===== src/rtl/add_accum_if.sv =====
// Request/result handshake bundle for add_accum: one request channel, one result channel.
interface add_accum_if #(
  parameter int WIDTH    = 8,
  parameter int CHANNELS = 2
);
  logic                      in_valid;
  logic                      in_ready;
  logic [WIDTH*CHANNELS-1:0] y;
  logic [WIDTH*CHANNELS-1:0] z;
  logic                      mode;
  logic                      clear;
  logic                      out_valid;
  logic                      out_ready;
  logic [WIDTH*CHANNELS-1:0] sum;
  logic [CHANNELS-1:0]       ovf;

  modport master (
    output in_valid, y, z, mode, clear, out_ready,
    input  in_ready, out_valid, sum, ovf
  );

  modport slave (
    input  in_valid, y, z, mode, clear, out_ready,
    output in_ready, out_valid, sum, ovf
  );
endinterface


===== src/rtl/add_accum.sv =====
// Multi-lane adder/accumulator with a one-deep registered result stage.
// Each lane adds y+z (mode 0) or acc+y+z (mode 1), with optional saturation.
module add_accum #(
  parameter int WIDTH    = 8,
  parameter int CHANNELS = 2,
  parameter int SATURATE = 0
) (
  input logic       clk,
  input logic       rst_n,
  add_accum_if.slave bus
);
  localparam int FW = WIDTH + 2;

  logic                accept;
  logic                out_valid_reg;
  logic [CHANNELS-1:0] ovf_reg;
  logic [CHANNELS-1:0] lane_ovf;
  logic [WIDTH-1:0]    sum_reg  [CHANNELS];
  logic [WIDTH-1:0]    acc_reg  [CHANNELS];
  logic [WIDTH-1:0]    acc_next [CHANNELS];
  logic [WIDTH-1:0]    lane_res [CHANNELS];

  // The result stage can take a new request whenever it is empty or being drained.
  assign bus.in_ready  = !out_valid_reg || bus.out_ready;
  assign accept        = bus.in_valid && bus.in_ready;
  assign bus.out_valid = out_valid_reg;
  assign bus.ovf       = ovf_reg;

  generate
    for (genvar gi = 0; gi < CHANNELS; gi++) begin : g_lane
      logic [WIDTH-1:0] y_l;
      logic [WIDTH-1:0] z_l;
      logic [WIDTH-1:0] acc_op;
      logic [FW-1:0]    full;

      assign y_l    = bus.y[gi*WIDTH +: WIDTH];
      assign z_l    = bus.z[gi*WIDTH +: WIDTH];
      assign acc_op = bus.clear ? '0 : acc_reg[gi];
      assign full   = {2'b00, y_l} + {2'b00, z_l} + (bus.mode ? {2'b00, acc_op} : '0);

      assign lane_ovf[gi] = |full[FW-1:WIDTH];
      assign lane_res[gi] = ((SATURATE != 0) && lane_ovf[gi]) ? '1 : full[WIDTH-1:0];

      // Accumulate mode tracks the (possibly clamped) lane result; plain add only honours clear.
      assign acc_next[gi] = bus.mode ? lane_res[gi] : (bus.clear ? '0 : acc_reg[gi]);

      assign bus.sum[gi*WIDTH +: WIDTH] = sum_reg[gi];
    end
  endgenerate

  always_ff @(posedge clk or negedge rst_n) begin
    if (!rst_n) begin
      out_valid_reg <= 1'b0;
      ovf_reg       <= '0;
      for (int i = 0; i < CHANNELS; i++) begin
        sum_reg[i] <= '0;
        acc_reg[i] <= '0;
      end
    end else begin
      if (accept) begin
        out_valid_reg <= 1'b1;
        ovf_reg       <= lane_ovf;
        for (int i = 0; i < CHANNELS; i++) begin
          sum_reg[i] <= lane_res[i];
          acc_reg[i] <= acc_next[i];
        end
      end else if (bus.out_ready) begin
        out_valid_reg <= 1'b0;
      end
    end
  end
endmodule


===== src/flat_wrapper.sv =====
// flat-port wrapper written by rule: the top's interface ports become plain ports
module add_accum_flat 
#(
  parameter int WIDTH    = 8,
  parameter int CHANNELS = 2,
  parameter int SATURATE = 0
)
  (clk, rst_n, bus_in_valid, bus_y, bus_z, bus_mode, bus_clear, bus_out_ready, bus_in_ready, bus_out_valid, bus_sum, bus_ovf);
  add_accum_if #(.WIDTH(WIDTH), .CHANNELS(CHANNELS)) bus_i ();
  input logic clk;
  input logic rst_n;
  input wire logic [$bits(bus_i.in_valid)-1:0] bus_in_valid;
  input wire logic [$bits(bus_i.y)-1:0] bus_y;
  input wire logic [$bits(bus_i.z)-1:0] bus_z;
  input wire logic [$bits(bus_i.mode)-1:0] bus_mode;
  input wire logic [$bits(bus_i.clear)-1:0] bus_clear;
  input wire logic [$bits(bus_i.out_ready)-1:0] bus_out_ready;
  output wire logic [$bits(bus_i.in_ready)-1:0] bus_in_ready;
  output wire logic [$bits(bus_i.out_valid)-1:0] bus_out_valid;
  output wire logic [$bits(bus_i.sum)-1:0] bus_sum;
  output wire logic [$bits(bus_i.ovf)-1:0] bus_ovf;
  assign bus_i.in_valid = bus_in_valid;
  assign bus_i.y = bus_y;
  assign bus_i.z = bus_z;
  assign bus_i.mode = bus_mode;
  assign bus_i.clear = bus_clear;
  assign bus_i.out_ready = bus_out_ready;
  assign bus_in_ready = bus_i.in_ready;
  assign bus_out_valid = bus_i.out_valid;
  assign bus_sum = bus_i.sum;
  assign bus_ovf = bus_i.ovf;
  add_accum #(.WIDTH(WIDTH), .CHANNELS(CHANNELS), .SATURATE(SATURATE)) u_core (.clk(clk), .rst_n(rst_n), .bus(bus_i));
endmodule

===== config.mk =====
export PLATFORM = sky130hd
export DESIGN_NAME = add_accum_flat
export DESIGN_NICKNAME = d
export VERILOG_FILES = /design/src/rtl/add_accum_if.sv /design/src/rtl/add_accum.sv /design/src/flat_wrapper.sv
export SDC_FILE = /design/constraint.sdc
export NUM_CORES = 1
export LEC_CHECK = 0
export ABC_AREA = 1
export BUFFER_PORTS_ARGS = -buffer_cell sky130_fd_sc_hd__buf_2
export CORE_UTILIZATION = 58
export CTS_BUF_LIST = sky130_fd_sc_hd__clkbuf_4 sky130_fd_sc_hd__clkbuf_8
export CTS_CLUSTER_DIAMETER = 30
export DETAILED_ROUTE_END_ITERATION = 8
export GPL_TIMING_DRIVEN = 0
export MAX_ROUTING_LAYER = met4
export PLACE_DENSITY_LB_ADDON = 0.3
export REMOVE_ABC_BUFFERS = 1
export SLEW_MARGIN = 40
export SYNTH_ARGS = -nofsm -noshare
export SYNTH_HDL_FRONTEND = slang
export SYNTH_SLANG_ARGS = --single-unit

===== constraint.sdc =====
create_clock -name clk -period 2 [get_ports clk]
set_input_delay 0.4 -clock clk [delete_from_list [all_inputs] [get_ports clk]]
set_output_delay 0.4 -clock clk [all_outputs]
set_load 0.02 [all_outputs]

; ---- Word level (Yosys, flattened, before mapping)
; Index checks and enable logic that the tools add are counted.
[word_totals]
register_bits = 35
output_inout_bits = 20
word_cells = 24
[op_classes]
addsub = 4
mux = 8
reduce_logical = 6
[op_table]
columns = operator, count
row1 = $mux W8, 6
row2 = $add A10 B10 Y10, 2
row3 = $add A8 B8 Y9, 2
row4 = $reduce_or A2 Y1, 2
row5 = $mux W1, 2
row6 = $reduce_bool A2 Y1, 1
row7 = $logic_and A1 B1 Y1, 1
row8 = $logic_not A1 Y1, 1
row9 = $logic_or A1 B1 Y1, 1

; ---- Depth between registers and ports, before layout
[logic_depth]
ltp_word = 4
depth_mapped = 18
depth_no_buf = 18

; ---- Least setup slack after synthesis
; OpenSTA, ideal clock, no wires.
[synth_timing]
kind = input-to-reg
startpoint = input port bus_z[0]
endpoint = register u_core.acc_reg[15] (netlist name)
arrival_time_ns = 2.372
t_required_ns = 1.884
path_slack_ns = -0.488
path_stages = 18
path_buffers = 0
path_cell_list = ha_1 > inv_1 > fa_1 > inv_1 > nand2_1 > nand2_1 > and2_4 > a21oi_2 > xor2_1 > ha_1 > nand2_1 > inv_1 > a21oi_1 > nand2_1 > nand2_1 > nand3_1 > nand2_1 > nand2_1
[synth_between]
elab_chain_cells = 3
[synth_lines]
columns = element, line_no
row1 = "start, declared", flat_wrapper.sv:14  ; input wire logic [$bits(bus_i.z)-1:0] bus_z;
row2 = $add A8 B8 Y9, add_accum.sv:39  ; assign full = {2'b00, y_l} + {2'b00, z_l} + (bus.mode ? {2'b00, acc_op} : '0);
row3 = $add A10 B10 Y10, add_accum.sv:39
row4 = $mux W8, add_accum.sv:45  ; assign acc_next[gi] = bus.mode ? lane_res[gi] : (bus.clear ? '0 : acc_reg[gi]);
row5 = "end signal, assigned by index", add_accum.sv:65  ; acc_reg[i] <= acc_next[i];
row6 = "end, declared", add_accum.sv:19  ; logic [WIDTH-1:0] acc_reg [CHANNELS];
; Every way passes these cells.
; A chain may end at the register's enable or synchronous reset.

; ---- Worst setup path after layout
[layout_timing]
startpoint = input port bus_z[0]
endpoint = register u_core.ovf_reg[0] (netlist: u_core.bus.ovf[0])
[layout_between]
elab_chain_cells = 3
[layout_lines]
columns = element, line_no
row1 = $add A8 B8 Y9, add_accum.sv:39
row2 = $add A10 B10 Y10, add_accum.sv:39
row3 = $reduce_or A2 Y1, add_accum.sv:41  ; assign lane_ovf[gi] = |full[FW-1:WIDTH];
row4 = "end signal, assigned", add_accum.sv:62  ; ovf_reg <= lane_ovf;
row5 = "end, declared", add_accum.sv:16  ; logic [CHANNELS-1:0] ovf_reg;
; Every way passes these cells.

==> impl_metrics.py <==
metrics = {
    "final_layout": {
        "drive_gt1_share_pct": 33.0,
        "layout_commonest_cell": "nand2_1",
        "antennaDiodeCount": 0,
        "final_cell_mix": "133 x nand2_1, 52 x buf_2, 43 x nor2_1",
        "regArea_um2": 876,
        "fin_cells": 604,
        "post-route-util_pct": 79.8,
        "nNetsFinal": 610,
        "multi_input_area_um2": 2310,
        "area_growth_pct": 31.2,
        "fillers": 339,
        "finalInstanceArea_um2": 4100,
    },
    "floorplan": {
        "start_util_pct": 60.9,
        "die_x_um": 75.4,
        "ioPinCount": 58,
        "rows": 26,
        "die_y_um": 75.4,
        "dieArea_um2": 5690,
        "core-area_um2": 5140,
    },
    "global_route": {
        "grt_pass1_vias": 2761,
        "grt_pass1_wl_um": 11600,
        "antenna_found_initial": 0,
        "grt_max_degree": 43,
        "overflow": 0,
        "grt_use_total_pct": 27.2,
    },
    "critical_path": {
        "timing.rr.end": "u_core.acc_reg[10]",
        "cp_num_buf_inv": 12,
        "rr_worst_depth": 5,
        "worstPathRequired_ns": 2.17,
        "cp_common_cell": "buf_4",
        "cp.arrival_ns": 2.57,
        "crit_path_end_kind": "flip-flop",
        "r2r_start": "u_core.bus.out_valid",
        "critPathMaxFanout": 2,
        "path_cells": "buf_6 -> ha_4 -> inv_2 -> fa_2 -> inv_2 -> nand2_2 -> nand2_2 -> buf_4 -> buf_4 -> buf_4 -> buf_4 -> buf_4 -> buf_4 -> buf_4 -> buf_4 -> buf_4 -> nand3_2 -> nand2_1 -> nor2_1 -> nor2_1 -> nand2_1 -> nand2_1",
        "cp-startpoint": "bus_z[0]",
        "critPathTopFamily": "buffers and inverters",
        "cpPeakStageDelay_ns": 0.22,
        "slowest_stage": "fa_2",
        "cp-start-kind": "input pin",
        "regToRegSetupSlack_ns": -0.10,
        "critPathKind": "input pin to flip-flop",
    },
    "power": {
        "clockPowerShare_pct": 15.9,
        "p_per_area_nw_per_um2": 793,
        "p_comb_share_pct": 53.6,
        "ir_drop_mv": 0.642,
        "p_int_w": 0.00185,
        "p_leak_nw": 2.25,
        "p_sw_w": 0.00140,
        "p_seq_share_pct": 30.6,
        "p_total_w": 0.00326,
        "switching_share_pct": 43.0,
    },
    "synth": {
        "synthesis.area_um2": 3130,
        "synth_seq_cells": 35,
        "synth_ff_type": "dfrtp_1",
        "ys_warn_count": 0,
        "synth.distinct_cells": 30,
        "seq_area_frac_synth_pct": 28.0,
        "ys_async_sr_fraction_pct": 100,
        "synth-edff-count": 0,
        "synthCells": 455,
        "avgSynthCellArea_um2": 6.87,
    },
    "placement": {
        "place.gp.congestion": 0.864,
        "place_hpwl_um": 4660,
        "port_buffers": 57,
        "dp_cells": 570,
        "dpl_cell_area_um2": 3440,
    },
    "timing": {
        "fmax_mhz": 417,
        "rsz0062_at_grt": "yes",
        "skew_ns": 0.00833,
        "final.setup.worst_slack_ns": -0.400,
        "slew_violations": 0,
        "min_period_over_period_pct": 120,
        "hold_viol": 0,
        "worst_slew_pin_slew_ns": 0.763,
        "layout_min_cycle_time_ns": 2.40,
        "setup_violations": 22,
        "slew_headroom_pct": 48.9,
    },
    "flow_run": {
        "drv_cap": 0,
    },
    "drt": {
        "firstDrtPassIters": 5,
        "drtIter0Drc": 232,
        "antenna_left": 0,
        "vias_per_cell": 5.56,
        "drc": 0,
        "wl_per_cell_um": 14.6,
        "dr_total_vias": 3356,
        "wirelength_um": 8840,
    },
    "clock_tree": {
        "htreeDepth": 2,
        "numCtsBuffers": 5,
        "holdBufCountCts": 0,
        "cts-root-buf": "clkbuf_8",
        "clk_path_buf_depth": 2,
        "clock_sinks": 35,
        "cts_tree": "yes",
        "clk_latency_ns": 0.29,
        "path_clk_slew_ns": 0.07,
    },
    "outcome": {
        "status": "finished with violations",
        "violations": "setup timing",
    },
    "worst_hold_path": {
        "hp-class": "input pin to asynchronous set/reset pin",
    },
}
==> power by group through the flow <==
| stage | Clock (W) | Sequential [W] | Combinational [W] |
|---|---|---|---|
| final | 0.000516 | 0.000995 | 0.00174 |
| after global routing | 0.000556 | 0.00102 | 0.00190 |
| after CTS | 0.000525 | 0.000988 | 0.00146 |
| after detailed placement | 0 | 0.000998 | 0.00131 |
| after global placement | 0 | 0.000995 | 0.00128 |
| after floorplan | 0 | 0.00113 | 0.000836 |
==> through the flow <==
step                setup TNS (ns)  setup WS, ns  hold WS [ns]
floorplan                    -5.46        -0.492         0.104
global placement            -14.08        -0.760         0.456
detailed placement          -15.08        -0.805         0.459
CTS                          -4.46        -0.334         0.208
global route                 -6.56        -0.520        0.0827
finish                       -4.58        -0.400        0.0522
==> synth_stat cells, types with 7 or more instances <==
master   instances  share of area (%)
inv_1           49                5.9
o21ai_0          8                1.3
ha_1            34                 14
dfrtp_1         35                 28
nand2_1        157                 19
nand3_1         29                4.6
a21oi_1         26                4.2
nor2_1          46                5.5
a31oi_1         12                2.4
xor2_1           9                2.5
buf_2            7                1.1
==> routing by layer <==
metal  global-route usage [%]  vias up  wire, µm
met4                     8.64        0       193
met2                     44.1      160      4360
met5                        -        -         0
li1                         -     1609         -
met3                     4.50       25       578
met1                     34.8     1562      3710
==> cell families after synthesis <==
logic type | share of synthesized area [%]
DFF | 28.0
buffers and inverters | 8.20
adders and majority gates | 16.2
and+or+nand+nor | 33.0
xor gates and xnor gates | 4.44
AOI/OAI and AO/OA | 10.2
==> layout make-up <==
type | count | share of cell area (%)
multi-input cells | 356 | 56.3
flip-flops and latches | 35 | 21.3
repair buffers | 83 | 12.8
inverters | 52 | 5.03
well taps | 70 | 2.13
clock buffers | 6 | 2.01
repair inverters | 1 | 0.183
clock inverters | 1 | 0.122
==> worst max path at each step <==
stage | slack (ns) | endpoint | cells past startpoint
6_report | -0.40 | u_core.bus.ovf[0] | 22
2_1_floorplan | -0.49 | u_core.acc_reg[15] | 18
3_5_place_dp | -0.81 | u_core.acc_reg[7] | 18
5_1_grt | -0.52 | u_core.bus.ovf[0] | 18
4_1_cts | -0.33 | u_core.acc_reg[15] | 19
3_3_place_gp | -0.76 | u_core.acc_reg[15] | 19
==> what timing repair did <==
item,CTS,global route
gates cloned,0,1
endpoints found under the setup margin,27,29
hold endpoints to repair,0,0
pin swaps,49,56
resized for setup,39,52
setup buffers,16,13
(Power assumes the default switching activity.)
